### config.mk
export PLATFORM = sky130hd
export DESIGN_NAME = i8254_bus_ctrl
export DESIGN_NICKNAME = d
export VERILOG_FILES = /design/src/rtl/i8254_bus_ctrl.sv
export SDC_FILE = /design/constraint.sdc
export NUM_CORES = 1
export LEC_CHECK = 0
export CAP_MARGIN = 15
export CELL_PAD_IN_SITES_DETAIL_PLACEMENT = 2
export CELL_PAD_IN_SITES_GLOBAL_PLACEMENT = 2
export CORE_MARGIN = 10
export CORE_UTILIZATION = 28
export DETAILED_ROUTE_END_ITERATION = 10
export PLACE_DENSITY = 0.71
export SLEW_MARGIN = 20
export SYNTH_ARGS = -nofsm -noshare
export SYNTH_HDL_FRONTEND = slang
export SYNTH_SLANG_ARGS = --single-unit
### constraint.sdc
create_clock -name clk -period 4.05 [get_ports clk]
set_input_delay 0.405 -clock clk [delete_from_list [all_inputs] [get_ports clk]]
set_output_delay 0.405 -clock clk [all_outputs]
set_load 0.1 [all_outputs]
### src/rtl/i8254_bus_ctrl.sv
// i8254_bus_ctrl: CPU-side bus sequencer for an 8254 timer.
// Decodes control words, keeps the per-counter {rw,mode,bcd} fields, assembles
// byte writes into 16-bit count loads, and serves counter-latch and read traffic.
// Optional read-back command (SC=11) is compiled in with `define I8254_READBACK_EN.
module i8254_bus_ctrl #(
    parameter logic [5:0] RESET_CW = 6'b000000
) (
    input  logic        clk,
    input  logic        rst,
    input  logic [7:0]  data_in,
    output logic [7:0]  data_out,
    output logic        data_oe,
    input  logic        a0,
    input  logic        a1,
    input  logic        rd_n,
    input  logic        wr_n,
    input  logic        cs_n,
    input  logic [47:0] count_in,
    input  logic [2:0]  out_in,
    input  logic [2:0]  ce_loaded,
    output logic [17:0] cw_out,
    output logic [2:0]  cw_stb,
    output logic [15:0] load_val,
    output logic [2:0]  load_stb
);

    localparam logic [1:0] RW_NONE = 2'b00;
    localparam logic [1:0] RW_LSB  = 2'b01;
    localparam logic [1:0] RW_MSB  = 2'b10;
    localparam logic [1:0] RW_WORD = 2'b11;
    localparam logic [1:0] A_CTRL  = 2'b11;

    // Bus transaction tracking
    logic        wr_pend_q;
    logic        rd_pend_q;
    logic        rd_kill_q;
    logic [1:0]  wr_addr_q;
    logic [7:0]  wr_data_q;
    logic [1:0]  rd_addr_q;
    logic        wr_commit;
    logic        rd_commit;
    logic [1:0]  wr_sc;
    logic [1:0]  wr_rw;

    // Per-counter state
    logic [5:0]  cw_q      [3];
    logic        wptr_q    [3];   // 1: next count write is the MSB
    logic        rptr_q    [3];   // 1: next read returns the MSB
    logic [7:0]  hold_q    [3];   // LSB waiting for its MSB
    logic        cl_full_q [3];
    logic [15:0] cl_val_q  [3];
    logic [2:0]  null_q;
    logic [2:0]  cw_stb_q;
    logic [2:0]  load_stb_q;
    logic [15:0] load_val_q;
    logic [15:0] cnt       [3];

`ifdef I8254_READBACK_EN
    logic        st_full_q [3];
    logic [7:0]  st_val_q  [3];
`else
    logic        unused_rb;
    assign unused_rb = ^{out_in, null_q};
`endif

    // Modes 6 and 7 alias modes 2 and 3; store the canonical encoding.
    function automatic logic [5:0] fold_cw(input logic [7:0] d);
        logic [2:0] m;
        m = d[3:1];
        if (m[2] && m[1]) begin
            m[2] = 1'b0;
        end
        return {d[5:4], m, d[0]};
    endfunction

    assign wr_sc     = wr_data_q[7:6];
    assign wr_rw     = wr_data_q[5:4];
    assign wr_commit = wr_pend_q && wr_n;
    assign rd_commit = rd_pend_q && rd_n && !cs_n && !rd_kill_q && (rd_addr_q != A_CTRL);

    assign cw_out   = {cw_q[2], cw_q[1], cw_q[0]};
    assign cw_stb   = cw_stb_q;
    assign load_stb = load_stb_q;
    assign load_val = load_val_q;

    // Split the packed live counts into per-counter words.
    always_comb begin
        for (int i = 0; i < 3; i++) begin
            cnt[i] = count_in[16*i +: 16];
        end
    end

    // Strobe edge tracking: a write or read is pending while its strobe is low;
    // a read that overlaps a write is marked dead until rd_n goes high.
    always_ff @(posedge clk) begin
        if (rst) begin
            wr_pend_q <= 1'b0;
            rd_pend_q <= 1'b0;
            rd_kill_q <= 1'b0;
        end else begin
            wr_pend_q <= !wr_n && !cs_n;
            rd_pend_q <= !rd_n && !cs_n;
            rd_kill_q <= (!rd_n && !cs_n) && (!wr_n || (rd_pend_q && rd_kill_q));
        end
    end

    // Capture address/data while the strobes are active.
    always_ff @(posedge clk) begin
        if (!wr_n && !cs_n) begin
            wr_addr_q <= {a1, a0};
            wr_data_q <= data_in;
        end
        if (!rd_n && !cs_n) begin
            rd_addr_q <= {a1, a0};
        end
    end

    // Commit reads and writes into the per-counter state and issue strobes.
    always_ff @(posedge clk) begin
        if (rst) begin
            for (int i = 0; i < 3; i++) begin
                cw_q[i]      <= RESET_CW;
                wptr_q[i]    <= 1'b0;
                rptr_q[i]    <= 1'b0;
                cl_full_q[i] <= 1'b0;
`ifdef I8254_READBACK_EN
                st_full_q[i] <= 1'b0;
`endif
            end
            null_q     <= 3'b111;
            cw_stb_q   <= 3'b000;
            load_stb_q <= 3'b000;
            load_val_q <= 16'h0000;
        end else begin
            cw_stb_q   <= 3'b000;
            load_stb_q <= 3'b000;

            for (int i = 0; i < 3; i++) begin
                if (ce_loaded[i]) begin
                    null_q[i] <= 1'b0;
                end
            end

            // Reads first so a write in the same cycle takes precedence.
            if (rd_commit) begin
`ifdef I8254_READBACK_EN
                if (st_full_q[rd_addr_q]) begin
                    st_full_q[rd_addr_q] <= 1'b0;
                end else
`endif
                begin
                    if (cw_q[rd_addr_q][5:4] == RW_WORD) begin
                        rptr_q[rd_addr_q] <= !rptr_q[rd_addr_q];
                        if (rptr_q[rd_addr_q]) begin
                            cl_full_q[rd_addr_q] <= 1'b0;
                        end
                    end else begin
                        cl_full_q[rd_addr_q] <= 1'b0;
                    end
                end
            end

            if (wr_commit) begin
                if (wr_addr_q == A_CTRL) begin
                    if (wr_sc != 2'b11) begin
                        if (wr_rw != RW_NONE) begin
                            cw_q[wr_sc]      <= fold_cw(wr_data_q);
                            wptr_q[wr_sc]    <= 1'b0;
                            rptr_q[wr_sc]    <= 1'b0;
                            cl_full_q[wr_sc] <= 1'b0;
`ifdef I8254_READBACK_EN
                            st_full_q[wr_sc] <= 1'b0;
`endif
                            null_q[wr_sc]    <= 1'b1;
                            cw_stb_q[wr_sc]  <= 1'b1;
                        end else if (!cl_full_q[wr_sc]) begin
                            cl_full_q[wr_sc] <= 1'b1;
                            cl_val_q[wr_sc]  <= cnt[wr_sc];
                        end
                    end
`ifdef I8254_READBACK_EN
                    else begin
                        // Read-back: d[5]/d[4] are active-low count/status selects.
                        for (int i = 0; i < 3; i++) begin
                            if (wr_data_q[i+1]) begin
                                if (!wr_data_q[5] && !cl_full_q[i]) begin
                                    cl_full_q[i] <= 1'b1;
                                    cl_val_q[i]  <= cnt[i];
                                end
                                if (!wr_data_q[4] && !st_full_q[i]) begin
                                    st_full_q[i] <= 1'b1;
                                    st_val_q[i]  <= {out_in[i], null_q[i], cw_q[i]};
                                end
                            end
                        end
                    end
`endif
                end else begin
                    case (cw_q[wr_addr_q][5:4])
                        RW_LSB: begin
                            load_val_q            <= {8'h00, wr_data_q};
                            load_stb_q[wr_addr_q] <= 1'b1;
                            null_q[wr_addr_q]     <= 1'b1;
                        end
                        RW_MSB: begin
                            load_val_q            <= {wr_data_q, 8'h00};
                            load_stb_q[wr_addr_q] <= 1'b1;
                            null_q[wr_addr_q]     <= 1'b1;
                        end
                        RW_WORD: begin
                            if (!wptr_q[wr_addr_q]) begin
                                hold_q[wr_addr_q] <= wr_data_q;
                                wptr_q[wr_addr_q] <= 1'b1;
                            end else begin
                                load_val_q            <= {wr_data_q, hold_q[wr_addr_q]};
                                load_stb_q[wr_addr_q] <= 1'b1;
                                null_q[wr_addr_q]     <= 1'b1;
                                wptr_q[wr_addr_q]     <= 1'b0;
                            end
                        end
                        default: begin
                        end
                    endcase
                end
            end
        end
    end

    // Read data path: status byte, latched count or live count, byte-selected by rw.
    logic [1:0]  rsel;
    logic [15:0] rsrc;
    always_comb begin
        data_oe  = !rd_n && !cs_n && !(a1 && a0);
        data_out = 8'h00;
        rsel     = {a1, a0};
        rsrc     = 16'h0000;
        if (data_oe) begin
            rsrc = cl_full_q[rsel] ? cl_val_q[rsel] : cnt[rsel];
            case (cw_q[rsel][5:4])
                RW_LSB:  data_out = rsrc[7:0];
                RW_MSB:  data_out = rsrc[15:8];
                RW_WORD: data_out = rptr_q[rsel] ? rsrc[15:8] : rsrc[7:0];
                default: data_out = 8'h00;
            endcase
`ifdef I8254_READBACK_EN
            if (st_full_q[rsel]) begin
                data_out = st_val_q[rsel];
            end
`endif
        end
    end

endmodule

==> results of run 1 <==
## stage by stage
| step | hold WS [ns] | util, % |
|---|---|---|
| after floorplan | 0.417 | - |
| after global placement | 0.358 | 34.4 |
| after detailed placement | 0.367 | 34.4 |
| after CTS | 0.343 | 36.7 |
| after global routing | 0.345 | 36.7 |
| final | 0.356 | 36.7 |
## metal layers
metal	vias to the layer above	track usage (%)	part of all wire (%)
li1	2301	-	-
met1	2522	16.6	42
met2	110	25.2	52
met3	14	3.93	5.3
met4	0	3.22	0.76
met5	-	0	0
## cells by family after synthesis
group,count (synthesis)
AND/OR/NAND/NOR,129
AO/OA/AOI/OAI,140
flip-flops,147
multiplexers,73
other,1
buffers and inverters,50
adder cells (fa/ha/maj),3
## cell usage in the layout, fill, tap and decap left out, drive strengths merged, types with 8 or more instances in the layout
cell             n
o21ai           36
inv             10
nand2           51
nor3             8
nor2            15
mux2i           57
dfxtp           35
clkbuf          17
o211ai          24
o2bb2ai         16
a211oi           8
mux4            10
clkdlybuf4s50  100
a21oi           30
a22oi            8
and2            15
buf             27
edfxtp         112
nand4            9
o2111ai          8
## power by group through the flow
stage	clock network (mW)	logic [mW]	registers (mW)
final	1.42	0.466	1.70
after floorplan	0	0.250	1.76
after global routing	1.52	0.503	1.70
after CTS	1.46	0.471	1.70
after global placement	0	0.451	1.73
after detailed placement	0	0.467	1.73
## how the worst max path moves through the flow
stage	depth (start not counted)	to
4_1_cts	5	hold_q[1][5]
6_report	5	hold_q[1][5]
2_1_floorplan	5	data_out[6]
3_3_place_gp	5	hold_q[1][2]
3_5_place_dp	5	hold_q[1][1]
5_1_grt	5	hold_q[2][6]
## state kept, by name, summed over array words and instances, names as in the netlist, named ones only
name	count
rd_kill_q	1
load_stb	3
hold_q	24
cw_stb	3
rd_pend_q	1
cw_q	20
cl_full_q	4
load_val	16
rd_addr_q	2
wr_pend_q	1
wr_data_q	8
rptr_q	4
wptr_q	4
wr_addr_q	2
cl_val_q	48
## worst reg2reg max path, cell delays in order, from the launching register on
cell and delay, ns:
dfxtp_1 0.76, mux4_2 0.39, ha_1 0.58, and4_1 0.38, nand2b_1 0.19, nor2_1 0.62
## area by class of cell
| class | count | area, um^2 |
|---|---|---|
| Fill cell | 2490 | 15300 |
| Sequential cell | 147 | 4060 |
| Multi-Input combinational cell | 350 | 2570 |
| Timing Repair Buffer | 127 | 1260 |
| Clock buffer | 17 | 425 |
| Tap cell | 324 | 405 |
| Clock inverter | 15 | 110 |
| Inverter | 7 | 26.3 |
| Antenna cell | 1 | 2.50 |
==> flow_summary.ini, run 1 <==
[outcome]
status = completed

[power]
peakVddDrop_v = 0.000279
p_seq_share_pct = 47.4
power_frac_clock_pct = 39.6
p_int_mw = 2.61
p_total_mw = 3.58
cellLeakagePower_nw = 3.06
comb_power_share_pct = 13.0
powerDensity_nw_per_um2 = 404
p_switching_uw = 967
swShare_pct = 27.0

[sta]
fin_skew_ns = 0.00776
tightest_slew_ns = 1.05
tns_ns = 0
fmax_mhz = 305
max-slew-margin-rel_pct = 29.9
hold_viol = 0
fin_ws_ns = 0.770
final.period_utilization_pct = 81.0
period_needed_ns = 3.28
drv_slew = 0
setup_violations = 0
rsz0062_at_grt = no

[worst_setup_path]
critPathRequiredTime_ns = 4.10
crit_slowest_cell = dfxtp_1
path_buf_inv = 0
reg2reg_to = hold_q[1][5]
path_cells = mux4_2 -> ha_1 -> and4_1 -> nand2b_1 -> nor2_1
worst-setup-path-type = flip-flop to flip-flop
cp-end-kind = flip-flop
crit_fanout = 19
ff2ff_setup_slack_ns = 0.77
slowest_delay_ns = 0.76
cp-start-kind = flip-flop
r2r_cells = 5
cp_top_family = simple AND/OR/NAND/NOR gates
crit_arrival_ns = 3.33

[logic_synthesis]
synth_common_cells = edfxtp_1, mux2i_1, nand2_1
synth_xor_area_share_pct = 0
synth.area.top_cells = edfxtp_1, dfxtp_1, mux2i_1
muxShareOfSynthArea_pct = 12.8
synthDominantCellAreaShare_pct = 49.1
yosysUniqueCellTypes = 48
async_flop_share_pct = 0
synth-simple-area-share_pct = 10.2
ys_warn_count = 0
synthesis.area_um2 = 6850
synth_compound_area_share_pct = 13.8
synth_top_area_cell = edfxtp_1
avgSynthCellArea_um2 = 12.6
synth_fa_ha_area_share_pct = 0.548
synth_cells = 543
synth.most_common_cell = edfxtp_1
ys.flop_type = edfxtp_1
synth_top_family_by_area = compound AO/OA/AOI/OAI gates
synth_edf_count = 112
synth_seq_cells = 147
synth.yosys.seq_area_share_pct = 59.3

[die]
die_area_um2 = 31100
dieHeight_um = 176
start_util_pct = 28.3
rows = 57
coreArea_um2 = 24200
io_pins = 118
die_x_um = 176

[finish]
fin_cells = 988
nets = 722
area.growth.synth_to_final_pct = 29.4
drive_gt1_share_pct = 12.7
final_cell_area_um2 = 8870

[routing]
vias = 4947
drtIter0Drc = 209
drc = 0
avgViaCountPerCell = 5.01
wire_per_inst_um = 22.0
totalWireLength_um = 21700
drtAntennaViolNets = 0
first_pass_iters = 6

[clock_network]
numCtsBuffers = 17
cts.clk_slew.worst_paths_ns = 0.06
clkLatencyLatePin_ns = 0.42
cts_buffer_depth = 2
cts_setup_buffers = 0
cts_root_buf = clkbuf_16
cts.htree.levels = 4
clkSinkCount = 147
postCtsHoldBufs = 0
tritoncts = yes
cts_resized = 0

[worst_hold_path]
min-delay-start = a1
hold_path_class = input pin to flip-flop
worstHoldPathCells = 1
holdPathEnd = rd_addr_q[1]

[run]
maxCapViolCount = 0

[place]
placed_cells = 955
portBuffers = 111
pre_cts_slack_ns = 0.777
post-dp-hpwl_um = 15700
gp_congestion = 0.770
placed_area_um2 = 8330

[global_route]
grt_pass1_wl_um = 34000
grt_max_degree = 51
antenna_found_initial = 0
grt_pass1_vias = 5643
gr-usage-all-layers_pct = 14.2
grt_remaining_overflow = 0
No activity file was read; power rests on OpenSTA's default activity.
==> run 2, diff against run 1 <==
==> constraint.sdc (replaced) <==
create_clock -name clk -period 3.2 [get_ports clk]
set_input_delay 0.32 -clock clk [delete_from_list [all_inputs] [get_ports clk]]
set_output_delay 0.32 -clock clk [all_outputs]
set_load 0.1 [all_outputs]
==> run 2 against run 1 <==
Effect of this change: global-route usage increased by 0.23 points; via count increased by 0.69%; clock-buffer cell count increased by 1; critical path type is now flip-flop to output port; highest routed layer unchanged.
==> flow_summary.ini, run 2 (synthesis gave the netlist of run 1 again) <==
[sta]
tightest_slew_ns = 1.01
period_needed_ns = 2.95
tns_ns = 0
hold_viol = 0
fmax_mhz = 339
drv_slew = 0
fin_skew_ns = 0.00713
final.period_utilization_pct = 92.3
max-slew-margin-rel_pct = 32.6
rsz0062_at_grt = no
setup_violations = 0

[clock_network]
cts_buffer_depth = 2
cts.clk_slew.worst_paths_ns = 0.06
cts_setup_buffers = 0
cts_resized = 0
postCtsHoldBufs = 0
clkLatencyLatePin_ns = 0.43
cts_root_buf = clkbuf_16
tritoncts = yes
cts.htree.levels = 4
clkSinkCount = 147
numCtsBuffers = 17

[die]
rows = 57
coreArea_um2 = 24200
dieHeight_um = 176
die_area_um2 = 31100
die_x_um = 176
start_util_pct = 28.3
io_pins = 118

[place]
post-dp-hpwl_um = 16100
gp_congestion = 0.828
portBuffers = 111

[finish]
drive_gt1_share_pct = 15.5
regMostFlops = cl_val_q
top_regs = cl_val_q: 48 flops, hold_q: 24 flops, cw_q: 20 flops
antenna_cells = 0
area.growth.synth_to_final_pct = 32.4
finalCoreUtilization_pct = 37.5
most-common-layout-cells = edfxtp_1, clkdlybuf4s50_1, mux2i_1
largest_reg_flops = 48
nets = 730
layout_commonest_cell = edfxtp_1
multi_input_comb_area_um2 = 2610
n_fill_cell = 2473
seq_area_um2 = 4060

[global_route]
grt_remaining_overflow = 0
grt_max_degree = 50
grt_pass1_vias = 5591
antenna_found_initial = 0
grt_pass1_wl_um = 34300
gr-usage-all-layers_pct = 14.4

[worst_setup_path]
cp-end-kind = output port
r2r_cells = 6
critPathCapture = data_out[0]
r2r-start = cw_q[2][5]
critPathRequiredTime_ns = 2.88
crit_arrival_ns = 2.63
crit_fanout = 9
startpoint = cw_q[2][5]
worst-setup-path-type = flip-flop to output port
reg2reg_to = load_val[3]
ff2ff_setup_slack_ns = 0.66
cp-start-kind = flip-flop

[routing]
first_pass_iters = 4
totalWireLength_um = 22300
drtIter0Drc = 231
drc = 0
vias = 4981
avgViaCountPerCell = 5.01
drtAntennaViolNets = 0
wire_per_inst_um = 22.4

[worst_hold_path]
hold_path_class = input pin to flip-flop

[power]
peakVddDrop_v = 0.000419
powerDensity_nw_per_um2 = 533
p_total_mw = 4.83
cellLeakagePower_nw = 3.16

[run]
maxCapViolCount = 0

[outcome]
status = completed
run 2: worst min path at each step:
stage,slack (ns),to,startpoint,depth (start not counted)
floorplan,0.40,wr_pend_q,wr_n,1
global placement,0.36,rptr_q[3],rptr_q[3],0
detailed placement,0.37,rptr_q[3],rptr_q[3],0
CTS,0.26,rd_addr_q[1],a1,1
global route,0.27,rd_addr_q[1],a1,1
finish,0.28,rd_addr_q[1],a1,1
run 2: power breakdown:
group          switching (mW)  internal [mW]
Sequential             0.0450           2.10
Clock                   0.778           1.30
Combinational           0.386          0.231
Total                    1.21           3.63
run 2: final cells by class:
| type | count | share of cell area [%] |
|---|---|---|
| multi-input cells | 350 | 28.7 |
| flip-flops and latches | 147 | 44.8 |
| clock buffers | 18 | 4.73 |
| clock inverters | 14 | 2.03 |
| inverters | 7 | 0.290 |
| well taps | 324 | 4.47 |
| repair buffers | 135 | 15.0 |
run 2: through the flow:
step	hold WS [ns]	setup WS [ns]	instances	cell area (um^2)
final	0.284	0.247	995	9070
after detailed placement	0.371	0.483	963	8460
after global placement	0.356	0.535	963	8460
after global routing	0.275	0.156	995	9070
after CTS	0.261	0.189	995	9070
after floorplan	0.397	0.0234	547	6900
run 2: worst max-delay path: stages (launching register included):
cell      delay (ns)
edfxtp_1        0.46
mux4_2          0.67
a21boi_4        0.35
o211ai_1        0.24
a21oi_2         0.26
buf_12          0.21
run 2: metal layers:
| metal | GRT usage [%] | up-vias | wire, um |
|---|---|---|---|
| li1 | - | 2318 | - |
| met1 | 16.2 | 2539 | 9300 |
| met2 | 26.2 | 107 | 11700 |
| met3 | 3.84 | 17 | 1070 |
| met4 | 3.78 | 0 | 232 |
| met5 | 0 | - | 0 |
==> run 3, diff against run 2 <==
--- a/config.mk
+++ b/config.mk
@@ -11,7 +11,9 @@
 export CORE_MARGIN = 10
 export CORE_UTILIZATION = 28
 export DETAILED_ROUTE_END_ITERATION = 10
+export HOLD_SLACK_MARGIN = 0.08
 export PLACE_DENSITY = 0.71
+export RECOVER_POWER = 50
 export SLEW_MARGIN = 20
 export SYNTH_ARGS = -nofsm -noshare
 export SYNTH_HDL_FRONTEND = slang
==> run 3 against run 2 <==
Effect of this change: the flow now finishes with violations (capacitance limit, slew limit); clock power is essentially flat; combinational power down 1%; final cell count increased by 0.10%; critical path depth up 1; non-clock buffer count did not move; sequential share of layout area up 0.28 points; register-to-register slack got worse by 0.30 ns; total power barely moved; maximum frequency down 0.20%; via count down 0.18%; hold slack better by 0.094 ns; largest cell class unchanged; highest routed layer unchanged.
==> flow_summary.ini, run 3 (synthesis gave the netlist of run 1 again) <==
[clock_network]
cts.htree.levels = 4
cts_root_buf = clkbuf_16
cts_setup_buffers = 0
postCtsHoldBufs = 0
numCtsBuffers = 17
cts_resized = 0
clkSinkCount = 147
clkLatencyLatePin_ns = 0.43
cts.clk_slew.worst_paths_ns = 0.06
cts_buffer_depth = 2
tritoncts = yes

[worst_setup_path]
startpoint = a0
critPathCapture = data_out[0]
r2r-start = wr_data_q[7]
ff2ff_setup_slack_ns = 0.36
worst-setup-path-type = input pin to output port
crit_fanout = 10
critPathRequiredTime_ns = 2.88
reg2reg_to = cl_val_q[1][11]
slowest_delay_ns = 0.76
cp-end-kind = output port
crit_arrival_ns = 2.64
path_cells = clkbuf_1 -> mux4_2 -> a21boi_4 -> o211ai_1 -> a21oi_2 -> buf_12
cp-start-kind = input pin
r2r_cells = 3
crit_slowest_cell = mux4_2

[place]
gp_congestion = 0.828
post-dp-hpwl_um = 16100
portBuffers = 111
pre_cts_slack_ns = 0.483
placed_cells = 963

[routing]
vias = 4972
totalWireLength_um = 22300
wire_per_inst_um = 22.4
drtAntennaViolNets = 0
drc = 0
first_pass_iters = 4
drtIter0Drc = 205
avgViaCountPerCell = 4.99

[global_route]
gr-usage-all-layers_pct = 14.4
grt_remaining_overflow = 0
grt_pass1_vias = 5591
antenna_found_initial = 1
grt_pass1_wl_um = 34300
grt_max_degree = 50

[power]
comb_power_share_pct = 12.6
power_frac_clock_pct = 43.0
cellLeakagePower_nw = 3.10
p_switching_mw = 1.21
p_int_mw = 3.62
powerDensity_nw_per_um2 = 536
peakVddDrop_v = 0.000420
swShare_pct = 25.1
p_seq_share_pct = 44.3

[finish]
most-common-layout-cells = edfxtp_1, clkdlybuf4s50_1, mux2i_1
largest_reg_flops = 48
finalCoreUtilization_pct = 37.3
seq_area_um2 = 4060
multi_input_comb_area_um2 = 2610
top_regs = cl_val_q: 48 flops, hold_q: 24 flops, cw_q: 20 flops
nets = 730
area.growth.synth_to_final_pct = 31.6
drive_gt1_share_pct = 12.7
n_fill_cell = 2484
fin_cells = 996
layout_commonest_cell = edfxtp_1
regMostFlops = cl_val_q

[die]
dieHeight_um = 176
die_x_um = 176
coreArea_um2 = 24200
start_util_pct = 28.3
die_area_um2 = 31100
io_pins = 118
rows = 57

[sta]
drv_slew = 23
fin_skew_ns = 0.00674
max-slew-margin-rel_pct = -15.4
fin_ws_ns = 0.241
whs_ns = 0.379
fmax_mhz = 338
setup_violations = 0
period_needed_ns = 2.96
tightest_slew_ns = 1.73
hold_viol = 0
tns_ns = 0
final.period_utilization_pct = 92.5
rsz0062_at_grt = no

[outcome]
status = finished, violations left
failed_checks = capacitance limit, slew limit

[worst_hold_path]
hold_path_class = flip-flop to flip-flop

[run]
maxCapViolCount = 1
-- run 3: changes by cell type in the layout (fill, tap and decap cells not counted), moves of 2 or more --
| cell | change |
|---|---|
| clkdlybuf4s50_1 | -11 |
| and2_0 | +6 |
| clkbuf_1 | +17 |
| buf_2 | -2 |
| dlygate4sd3_1 | +11 |
| and2_1 | -6 |
| buf_4 | -15 |
-- run 3: layout make-up --
type | instances | share of cell area (%)
Clock inverter | 14 | 2.04
Antenna cell | 1 | 0.0278
Multi-Input combinational cell | 350 | 28.9
Timing Repair Buffer | 135 | 14.4
Inverter | 7 | 0.291
Sequential cell | 147 | 45.1
Clock buffer | 18 | 4.76
Tap cell | 324 | 4.50
-- run 3: metal layers --
metal,vias up,track usage (%),wire length [um]
met4,0,3.78,277
met1,2527,16.2,9310
met3,21,3.84,1040
met5,-,0,0
met2,105,26.2,11600
li1,2319,-,-
-- run 3: worst min path at each step --
stage	startpoint	endpoint	cells past startpoint
2_1_floorplan	wr_n	wr_pend_q	1
3_3_place_gp	rptr_q[3]	rptr_q[3]	0
3_5_place_dp	rptr_q[3]	rptr_q[3]	0
4_1_cts	a1	rd_addr_q[1]	1
5_1_grt	rptr_q[3]	rptr_q[3]	0
6_report	rptr_q[3]	rptr_q[3]	0
-- run 3: power by group through the flow --
stage | Combinational, mW | Sequential (mW) | Clock (mW)
global placement | 0.591 | 2.18 | 0
CTS | 0.623 | 2.14 | 2.12
detailed placement | 0.614 | 2.18 | 0
floorplan | 0.322 | 2.23 | 0
global route | 0.657 | 2.15 | 2.20
finish | 0.610 | 2.14 | 2.08
-- run 3: through the flow --
stage / power [mW] / instance area (um^2)
2_1_floorplan: 2.55 / 6900
3_3_place_gp: 2.77 / 8460
3_5_place_dp: 2.80 / 8460
4_1_cts: 4.89 / 9070
5_1_grt: 5.00 / 9010
6_report: 4.83 / 9010
-- run 3: worst max-delay path: cells and delay by family --
kind / cells / cell delay [ns]
AO/OA/AOI/OAI: 3 / 0.85
buffers and inverters: 2 / 0.69
multiplexers: 1 / 0.76
